`src/rtl/sin_lut_arb_pkg.sv`:
```
// Shared definitions for the sin/cos LUT arbiter: default LUT latency,
// tag-width helper and the {valid, id} tag carried alongside each LUT access.
package sin_lut_arb_pkg;

    localparam int LUT_LAT_DEFAULT = 4;
    localparam int MAX_NREQ        = 16;
    localparam int TAG_ID_W        = $clog2(MAX_NREQ);

    // Width of a requester index; never below one bit so ports stay legal.
    function automatic int id_width(input int nreq);
        return (nreq > 1) ? $clog2(nreq) : 1;
    endfunction

    // One delay-line entry: whether the slot carries a live access and for whom.
    typedef struct packed {
        logic                valid;
        logic [TAG_ID_W-1:0] id;
    } tag_t;

endpackage

```
`src/rtl/sin_lut_arb_rr.sv`:
```
// Two-grant round-robin picker: scans the request vector upward from ptr,
// returns the first two pending requesters and the pointer that follows them.
module sin_lut_arb_rr
    import sin_lut_arb_pkg::*;
#(
    parameter int NREQ = 4,
    parameter int IDW  = id_width(NREQ)
) (
    input  logic [NREQ-1:0] req_i,
    input  logic [IDW-1:0]  ptr_i,
    output logic            g0_valid_o,
    output logic [IDW-1:0]  g0_idx_o,
    output logic            g1_valid_o,
    output logic [IDW-1:0]  g1_idx_o,
    output logic [IDW-1:0]  next_ptr_o
);

    localparam logic [IDW:0] NREQ_W = (IDW+1)'(NREQ);
    localparam logic [IDW-1:0] LAST_IDX = IDW'(NREQ - 1);

    logic [IDW:0] slot;

    // Walk every slot once starting at ptr; the first hit goes to port 0, the second to port 1.
    always_comb begin
        g0_valid_o = 1'b0;
        g0_idx_o   = '0;
        g1_valid_o = 1'b0;
        g1_idx_o   = '0;
        slot       = '0;
        for (int k = 0; k < NREQ; k++) begin
            slot = {1'b0, ptr_i} + (IDW+1)'(k);
            if (slot >= NREQ_W) begin
                slot = slot - NREQ_W;
            end
            if (req_i[slot[IDW-1:0]]) begin
                if (!g0_valid_o) begin
                    g0_valid_o = 1'b1;
                    g0_idx_o   = slot[IDW-1:0];
                end else if (!g1_valid_o) begin
                    g1_valid_o = 1'b1;
                    g1_idx_o   = slot[IDW-1:0];
                end
            end
        end
    end

    // Pointer moves just past the last winner so the next scan starts with the next requester in line.
    always_comb begin
        next_ptr_o = ptr_i;
        if (g1_valid_o) begin
            next_ptr_o = (g1_idx_o == LAST_IDX) ? '0 : g1_idx_o + IDW'(1);
        end else if (g0_valid_o) begin
            next_ptr_o = (g0_idx_o == LAST_IDX) ? '0 : g0_idx_o + IDW'(1);
        end
    end

endmodule

```
`src/rtl/sin_lut_arbiter.sv`:
```
// Shares one dual-port sin/cos LUT among NREQ requesters: up to two grants per
// cycle, registered LUT arguments, and per-port tag delay lines that return
// each result with the id of the requester that issued it.
module sin_lut_arbiter
    import sin_lut_arb_pkg::*;
#(
    parameter int NREQ    = 4,
    parameter int WIDTH   = 16,
    parameter int LUT_LAT = LUT_LAT_DEFAULT
) (
    input  logic                        clk,
    input  logic                        reset,
    input  logic                        enable,
    input  logic [NREQ-1:0]             req_valid,
    output logic [NREQ-1:0]             req_ready,
    input  logic [NREQ-1:0][WIDTH-1:0]  req_arg,
    input  logic [NREQ-1:0]             req_mode,
    output logic                        lut_clkena,
    output logic [WIDTH-1:0]            lut_arg0,
    output logic [WIDTH-1:0]            lut_arg1,
    output logic                        lut_mode0,
    output logic                        lut_mode1,
    input  logic [WIDTH-1:0]            lut_func0,
    input  logic [WIDTH-1:0]            lut_func1,
    output logic                        rsp0_valid,
    output logic                        rsp1_valid,
    output logic [id_width(NREQ)-1:0]   rsp0_id,
    output logic [id_width(NREQ)-1:0]   rsp1_id,
    output logic [WIDTH-1:0]            rsp0_data,
    output logic [WIDTH-1:0]            rsp1_data
);

    localparam int IDW = id_width(NREQ);

    logic [IDW-1:0]   ptr_q;
    logic [IDW-1:0]   ptr_d;
    logic             g0_valid;
    logic             g1_valid;
    logic [IDW-1:0]   g0_idx;
    logic [IDW-1:0]   g1_idx;
    logic [IDW-1:0]   next_ptr;
    logic             run;
    logic [WIDTH-1:0] arg0_q;
    logic [WIDTH-1:0] arg1_q;
    logic             mode0_q;
    logic             mode1_q;
    tag_t             new_tag0;
    tag_t             new_tag1;
    tag_t             tag0_q [LUT_LAT+1];
    tag_t             tag1_q [LUT_LAT+1];
    logic             unused_tag_hi;

    sin_lut_arb_rr #(
        .NREQ (NREQ),
        .IDW  (IDW)
    ) u_rr (
        .req_i      (req_valid),
        .ptr_i      (ptr_q),
        .g0_valid_o (g0_valid),
        .g0_idx_o   (g0_idx),
        .g1_valid_o (g1_valid),
        .g1_idx_o   (g1_idx),
        .next_ptr_o (next_ptr)
    );

    // Grants only count on enabled cycles outside reset; ready is withheld otherwise.
    assign run        = enable & ~reset;
    assign lut_clkena = enable;

    // Decode the two winning indices into the per-requester ready vector.
    always_comb begin
        req_ready = '0;
        for (int i = 0; i < NREQ; i++) begin
            if (run && ((g0_valid && g0_idx == IDW'(i)) || (g1_valid && g1_idx == IDW'(i)))) begin
                req_ready[i] = 1'b1;
            end
        end
    end

    // Next pointer only advances on enabled cycles; the picker already holds it when nobody wins.
    always_comb begin
        ptr_d = ptr_q;
        if (run) begin
            ptr_d = next_ptr;
        end
    end

    // Round-robin pointer register.
    always_ff @(posedge clk) begin
        if (reset) begin
            ptr_q <= '0;
        end else begin
            ptr_q <= ptr_d;
        end
    end

    // Build the stage-1 tags from this cycle's winners, widening the id into the shared tag field.
    always_comb begin
        new_tag0                = '0;
        new_tag1                = '0;
        new_tag0.valid          = g0_valid;
        new_tag0.id[IDW-1:0]    = g0_idx;
        new_tag1.valid          = g1_valid;
        new_tag1.id[IDW-1:0]    = g1_idx;
    end

    // LUT argument registers: a granted port loads its requester's operands, an idle port loads zero.
    always_ff @(posedge clk) begin
        if (reset) begin
            arg0_q  <= '0;
            arg1_q  <= '0;
            mode0_q <= 1'b0;
            mode1_q <= 1'b0;
        end else if (enable) begin
            arg0_q  <= g0_valid ? req_arg[g0_idx]  : '0;
            mode0_q <= g0_valid ? req_mode[g0_idx] : 1'b0;
            arg1_q  <= g1_valid ? req_arg[g1_idx]  : '0;
            mode1_q <= g1_valid ? req_mode[g1_idx] : 1'b0;
        end
    end

    assign lut_arg0  = arg0_q;
    assign lut_arg1  = arg1_q;
    assign lut_mode0 = mode0_q;
    assign lut_mode1 = mode1_q;

    // Tag delay lines track the LUT pipeline, so they advance only when the LUT does.
    always_ff @(posedge clk) begin
        if (reset) begin
            for (int s = 0; s <= LUT_LAT; s++) begin
                tag0_q[s] <= '0;
                tag1_q[s] <= '0;
            end
        end else if (enable) begin
            tag0_q[0] <= new_tag0;
            tag1_q[0] <= new_tag1;
            for (int s = 1; s <= LUT_LAT; s++) begin
                tag0_q[s] <= tag0_q[s-1];
                tag1_q[s] <= tag1_q[s-1];
            end
        end
    end

    assign rsp0_valid = tag0_q[LUT_LAT].valid & enable;
    assign rsp1_valid = tag1_q[LUT_LAT].valid & enable;
    assign rsp0_id    = tag0_q[LUT_LAT].id[IDW-1:0];
    assign rsp1_id    = tag1_q[LUT_LAT].id[IDW-1:0];
    assign rsp0_data  = lut_func0;
    assign rsp1_data  = lut_func1;

    // The tag id field is sized for the largest arbiter; its upper bits stay zero here.
    assign unused_tag_hi = ^{tag0_q[LUT_LAT].id, tag1_q[LUT_LAT].id};

endmodule

```
`config.mk`:
```
export PLATFORM = sky130hd
export DESIGN_NAME = sin_lut_arbiter
export DESIGN_NICKNAME = d
export VERILOG_FILES = /design/src/rtl/sin_lut_arb_pkg.sv /design/src/rtl/sin_lut_arb_rr.sv /design/src/rtl/sin_lut_arbiter.sv
export SDC_FILE = /design/constraint.sdc
export NUM_CORES = 1
export LEC_CHECK = 0
export CAP_MARGIN = 20
export CORE_UTILIZATION = 48
export CTS_BUF_LIST = sky130_fd_sc_hd__clkbuf_8
export CTS_CLUSTER_DIAMETER = 30
export CTS_CLUSTER_SIZE = 8
export DETAILED_ROUTE_END_ITERATION = 16
export GPL_ROUTABILITY_DRIVEN = 1
export MAX_ROUTING_LAYER = met4
export PLACE_DENSITY = 0.92
export SYNTH_ARGS = -nofsm -noshare
export SYNTH_HDL_FRONTEND = slang
export SYNTH_SLANG_ARGS = --single-unit
```
`constraint.sdc`:
```
create_clock -name clk -period 6.8 [get_ports clk]
set_input_delay 1.36 -clock clk [delete_from_list [all_inputs] [get_ports clk]]
set_output_delay 1.36 -clock clk [all_outputs]
set_load 0.1 [all_outputs]
```
Word level (Yosys, flattened, before mapping)
Memory sizes are Yosys's and may differ from the RTL's.
Index checks and enable logic that the tools add are counted.
{"block": "word_totals", "inputBits": 107, "reg_bits": 36, "mem_bits_rw": 50, "elab_cells": 138, "out_inout_bits": 77, "n_memories": 2}
{"block": "op_classes", "addsub": 9, "eq_ne": 6, "reduce_logical": 20, "order_cmp": 10, "n_mux": 72, "bitwise": 14}
{"name": "tag0_q", "words": 5, "word_bits": 5, "rd": 5, "rd_clocked_by_memory_dff": 0, "write_ports": 5, "line_no": "sin_lut_arbiter.sv:49", "text": "tag_t tag0_q [LUT_LAT+1];"}
{"name": "tag1_q", "words": 5, "word_bits": 5, "rd": 5, "rd_clocked_by_memory_dff": 0, "write_ports": 5, "line_no": "sin_lut_arbiter.sv:50", "text": "tag_t tag1_q [LUT_LAT+1];"}
{"op": "binary-select mux 16 bit (select 2 bit)", "count": 2}
{"op": "two-way mux 16 bit", "count": 4}
{"op": "two-way mux 5 bit", "count": 10}
{"op": "two-way mux 2 bit", "count": 23}
{"op": "two-way mux 1 bit", "count": 27}
{"op": "less-than comparator 2 x 3 -> 1 bit (second input constant)", "count": 6}
{"op": "binary-select mux 1 bit (select 2 bit)", "count": 6}
{"op": "logical AND 1 bit", "count": 12}
{"op": "bitwise OR 1 bit", "count": 10}
{"op": "greater-or-equal comparator 3 bit (second input constant)", "count": 3}
{"op": "== test 2 bit (second input constant)", "count": 4}
{"op": "subtractor 2 x 1 -> 2 bit (second input constant)", "count": 4}
{"op": "adder 2 x 2 -> 3 bit (second input constant)", "count": 2}
{"op": "adder 2 x 1 -> 2 bit (second input constant)", "count": 2}
{"op": "== test 2 x 1 -> 1 bit (second input constant)", "count": 2}
{"op": "zero test 2 bit", "count": 2}
{"op": "logical OR 1 bit", "count": 4}
{"op": "adder 2 x 1 -> 3 bit (second input constant)", "count": 1}
{"op": "AND 1 bit", "count": 3}
{"op": "greater-or-equal comparator 2 x 3 -> 1 bit (second input constant)", "count": 1}
{"op": "AND reduction 2 bit", "count": 1}
{"op": "nonzero test 2 bit", "count": 1}
{"op": "inverter 1 bit", "count": 1}

Depth between registers and ports, before layout
{"block": "logic_depth", "depth_word": 18, "depth_mapped": 16, "depth_no_buf": 14}

Hierarchy
Synthesis repeated with hierarchy kept, for this count alone.
{"block": "hier_totals", "cells_unflattened": 412, "area_unflattened_um2": 4260.3}
{"module": "sin_lut_arbiter", "n_inst": 1, "cells_per_inst": 309, "seq_area_each_um2": 1621.6, "area_each_um2": 3602.2}
{"module": "sin_lut_arb_rr", "n_inst": 1, "cells_per_inst": 103, "seq_area_each_um2": 0.0, "area_each_um2": 658.1}

Worst setup path after synthesis
No wires, ideal clock.
{"block": "synth_path", "path_type": "input -> output", "start": "in req_valid[3]", "end": "out req_ready[0]", "setup_slack_ns": 1.343, "path_stages": 11, "t_arrival_ns": 4.096, "path_buffers": 2, "cell_sequence": "buf_2 > mux2i_1 > o21ai_0 > ha_1 > mux2_2 > a221oi_4 > nor2_4 > buf_6 > inv_1 > ha_1 > a32o_1"}
{"block": "synth_between", "elab_cells_between_ends": 40, "classes_between": "mux: 34; reduce/logical: 6"}
{"element": "from (decl)", "line_no": "sin_lut_arbiter.sv:14", "text": "input logic [NREQ-1:0] req_valid,"}
{"element": "binary-select mux 1 bit (select 2 bit)", "line_no": "sin_lut_arb_rr.sv:35", "text": "if (req_i[slot[IDW-1:0]]) begin"}
{"element": "two-way mux 1 bit (implied by the code)", "line_no": "sin_lut_arb_rr.sv:35"}
{"element": "two-way mux 2 bit or two-way mux 1 bit (tied branches)", "line_no": "sin_lut_arb_rr.sv:35"}
{"element": "two-way mux 2 bit", "line_no": "sin_lut_arb_rr.sv:36", "text": "if (!g0_valid_o) begin"}
{"element": "two-way mux 2 bit", "line_no": "sin_lut_arb_rr.sv:35"}
{"element": "two-way mux 2 bit", "line_no": "sin_lut_arb_rr.sv:36"}
{"element": "two-way mux 2 bit", "line_no": "sin_lut_arb_rr.sv:35"}
{"element": "two-way mux 2 bit", "line_no": "sin_lut_arb_rr.sv:36"}
{"element": "two-way mux 2 bit *", "line_no": "sin_lut_arb_rr.sv:35"}
{"element": "via g0_idx[0]", "line_no": "sin_lut_arbiter.sv:39", "text": "logic [IDW-1:0] g0_idx;"}
{"element": "zero test 2 bit *", "line_no": "sin_lut_arbiter.sv:74", "text": "if (run && ((g0_valid && g0_idx == IDW'(i)) || (g1_valid && g1_idx == IDW'(i)))) begin"}
{"element": "logical AND 1 bit *", "line_no": "sin_lut_arbiter.sv:74"}
{"element": "logical OR 1 bit *", "line_no": "sin_lut_arbiter.sv:74"}
{"element": "logical AND 1 bit *", "line_no": "sin_lut_arbiter.sv:74"}
{"element": "two-way mux 1 bit *", "line_no": "sin_lut_arbiter.sv:74"}
{"element": "to (decl)", "line_no": "sin_lut_arbiter.sv:15", "text": "output logic [NREQ-1:0] req_ready,"}
Mark *: on every way through the listed nets, which the timed path passes. The rest lies on a longest branch. The select of a mux whose other input is x is not followed.

Final worst setup path
{"block": "layout_path", "start": "in req_valid[1]", "end": "out req_ready[2]"}
{"block": "layout_between", "elab_chain_len": 16, "elab_cells_between_ends": 40, "classes_between": "eq/ne: 2; mux: 34; reduce/logical: 4"}
{"element": "binary-select mux 1 bit (select 2 bit)", "line_no": "sin_lut_arb_rr.sv:35"}
{"element": "two-way mux 1 bit (implied by the code)", "line_no": "sin_lut_arb_rr.sv:35"}
{"element": "two-way mux 1 bit", "line_no": "sin_lut_arb_rr.sv:35"}
{"element": "two-way mux 2 bit or two-way mux 1 bit (tied branches)", "line_no": "sin_lut_arb_rr.sv:36"}
{"element": "two-way mux 2 bit or two-way mux 1 bit (tied branches)", "line_no": "sin_lut_arb_rr.sv:35"}
{"element": "two-way mux 2 bit", "line_no": "sin_lut_arb_rr.sv:39", "text": "end else if (!g1_valid_o) begin"}
{"element": "two-way mux 2 bit", "line_no": "sin_lut_arb_rr.sv:36"}
{"element": "two-way mux 2 bit", "line_no": "sin_lut_arb_rr.sv:35"}
{"element": "two-way mux 2 bit", "line_no": "sin_lut_arb_rr.sv:39"}
{"element": "two-way mux 2 bit", "line_no": "sin_lut_arb_rr.sv:36"}
{"element": "two-way mux 2 bit", "line_no": "sin_lut_arb_rr.sv:35"}
{"element": "== test 2 bit", "line_no": "sin_lut_arbiter.sv:74"}
{"element": "logical AND 1 bit", "line_no": "sin_lut_arbiter.sv:74"}
{"element": "logical OR 1 bit *", "line_no": "sin_lut_arbiter.sv:74"}
{"element": "logical AND 1 bit *", "line_no": "sin_lut_arbiter.sv:74"}
{"element": "two-way mux 1 bit *", "line_no": "sin_lut_arbiter.sv:74"}
Every way passes the cells marked *; elsewhere a longest branch is shown, timed or not. The select of a mux whose other input is x is not followed.

==> results.md <==
* Synth async-reset ratio at 0
* DRT iter0 DRCs at 267
* First-pass detailed-route iteration total at 5
* Vias per cell at 6.40
* Hold Vio Cnt, Final at 0
* Synth Instances at 457
* Synth-to-Final Area Change at 27.0%
* Reg2Reg Depth at 12
* CP required at 5440 ps
* Worst relative slew slack at 0.297
* Post-DP HPWL at 8.72 mm
* RSZ-0062 raised after global routing: false
* Die width at 98.6 µm
* Global-route met3 utilization at 0.0624
* CTS tree: done
* # fillers at 660
* Grt met1 use at 0.294
* Status: complete, no violations
* TNS Setup at 0 ps
* Post-CTS Resized at 0
* Synth Register Bits at 66
* Largest net degree at the start of global routing at 53
* Final min period at 6260 ps
* # IOs at 184
* Clk root buf: clkbuf_8
* First-pass GRT wire length at 19.7 mm
* Fin. max-slew vios at 0
* # setup viols final at 0
* Post-Route WL at 12.6 mm
* Xor-xnor portion of the synthesized cell area at 0.00195
* Layout Skew at 14.1 ps
* Worst min-delay path class: reg2reg
* Final period util at 0.921
* GR Util met2 at 0.423
* Post-synthesis simple-gate area fraction at 0.157
* Antenna Cells at 0
* Adder-cell share of the synthesized area at 0.0218
* # rows at 34
* H-tree depth at 3
* Post-synthesis cell type count at 51
* Post-synth top area share at 0.201
* Dominant cell type by area after synthesis: edfxtp_1
* Post-synth EDFFs at 30
* Setup Buffers After CTS at 0
* Largest family of logic cells by synthesized area: compound AO/OA/AOI/OAI gates
* Cell total after placement at 624
* Post-Syn Area at 0.00448 mm²
* Worst-Skew Late Latency at 350 ps
* DRC viols at 0
* Worst-case clock buffer depth at 2
* Nets@finish at 643
* Clock tree sinks at 66
* Hold Crit Depth at 1
* Vias in the first global route at 4071
* CP Capture Type: primary output
* Number of max-cap violations at 0
* Mapped Avg Cell Area at 9.81 µm²
* Busiest layer in global routing: met2
* Hold_buf cts at 0
* Worst-case vdd ir drop at 0.173 mV
* Most frequent cell after synthesis: and2_1
* Fmax at 160 MHz
* Top_reg_cell synth: dfxtp_1
* Wire per inst at 19.6 µm
* Design Power at 1.83 mW
* Worst-margin pin slew at 1050 ps
* Syn. warnings at 0
* Total CTS buffers at 9
* Crit path DAT at 4900 ps
* Synth area leaders: edfxtp_1 (20%), dfxtp_1 (16%), buf_4 (6.5%)
* Sequential share of the synthesized area at 0.362
* Layout cells sized above 1 at 0.127
* Hold Worst Slack at 498 ps
* GP Congestion at 0.889
* Power Dens Cells at 322 mW/mm²
* Initial Utilization at 0.504
* Post-synthesis mux area share at 0.102
* GRT Resource Usage Total at 0.265
* Worst Path Max Fanout at 20
* Reg clk slew, reported paths at 80 ps
* I/O Buffers at 119
* Compound-Gate Fraction of Synth Area at 0.250
* Total global routing overflow at 0
* Post-synth top cells: and2_1 (44), buf_4 (39), dfxtp_1 (36)
* Die ar. at 0.00973 mm²
* Kind of critical path: in2out
* Vias at 4106
* Die Span Y at 98.6 µm
* Non-filler instance count after layout at 642
* Initial antenna violation count at 0
* CP Launch Type: input port
* Syn Nets at 571
* Leakage power at 2.13 nW
* Core ar. at 0.00889 mm²
* Detail Route Antenna Nets at 0
* Core Util, Final at 0.640
[report_power, final]
group          internal (mW)  total, mW  switching, mW
Clock                  0.137      0.287          0.150
Sequential             0.469      0.509         0.0407
Combinational          0.363       1.04          0.675
Total                  0.969       1.83          0.866
[layout by cell type, fill, tap and decap left out, types with 8 or more instances in the layout]
| cell type | instances |
|---|---|
| o21ai_0 | 23 |
| buf_4 | 12 |
| edfxtp_1 | 30 |
| a2111oi_2 | 11 |
| and3_1 | 18 |
| mux2i_1 | 20 |
| a21boi_0 | 30 |
| inv_1 | 11 |
| a221o_1 | 18 |
| mux2_2 | 12 |
| nand3_1 | 20 |
| dfxtp_1 | 36 |
| nor2_1 | 27 |
| a211oi_1 | 17 |
| clkdlybuf4s50_1 | 115 |
| clkbuf_8 | 10 |
| mux2_4 | 8 |
| and2_1 | 44 |
[cell families (layout without fill, tap and decap cells)]
group	count (synthesis)	count (layout)
flops	66	66
simple gates	129	129
mux	40	40
compound gates	133	133
fa+ha+maj	8	8
buf+inv	80	157
xor+xnor	1	1
[through the flow]
step                      setup WS, ps  instance area, µm²
final                              537                5690
after global routing               426                5690
after CTS                          624                5660
after detailed placement           623                5490
after global placement             783                5490
after floorplan                   1340                4480
[layer usage]
metal  part of all wire  routed length (µm)
met1               0.38                4760
met2               0.48                6020
met3              0.095                1200
met4              0.051                 643
met5                  0                   0
[path summary, 6_finish.rpt]
path	startpoint	to	slack (ps)
setup / recovery	req_valid[1]	req_ready[2]	540
hold / removal	lut_arg0[2]	lut_arg0[2]	500
setup reg to reg	ptr_q[0]	lut_arg1[14]	3150
hold reg to reg	lut_arg0[2]	lut_arg0[2]	500
[sequential cells by signal, indices dropped and copies added (netlist names)]
register	count
lut_arg0	16
lut_mode0	1
tag1_q	15
ptr_q	2
lut_arg1	16
lut_mode1	1
tag0_q	15
[worst max-delay path, stage by stage]
cell and delay [ps]:
clkdlybuf4s50_1 760, mux2i_1 200, o21ai_0 320, ha_1 230, mux2_2 200, a221oi_4 60, buf_4 240, nor2_4 630
inv_1 200, ha_1 260, a22o_1 240, buf_12 170
[cell type report]
cell class,instances,area (µm²),area share
clock buffers,10,138,0.0242
clock inverters,6,27.5,0.00484
inverters,9,33.8,0.00593
multi-input cells,311,2390,0.420
flip-flops and latches,66,1620,0.285
well taps,108,135,0.0237
repair buffers,132,1350,0.237
Power figures use the tool's default switching activity.
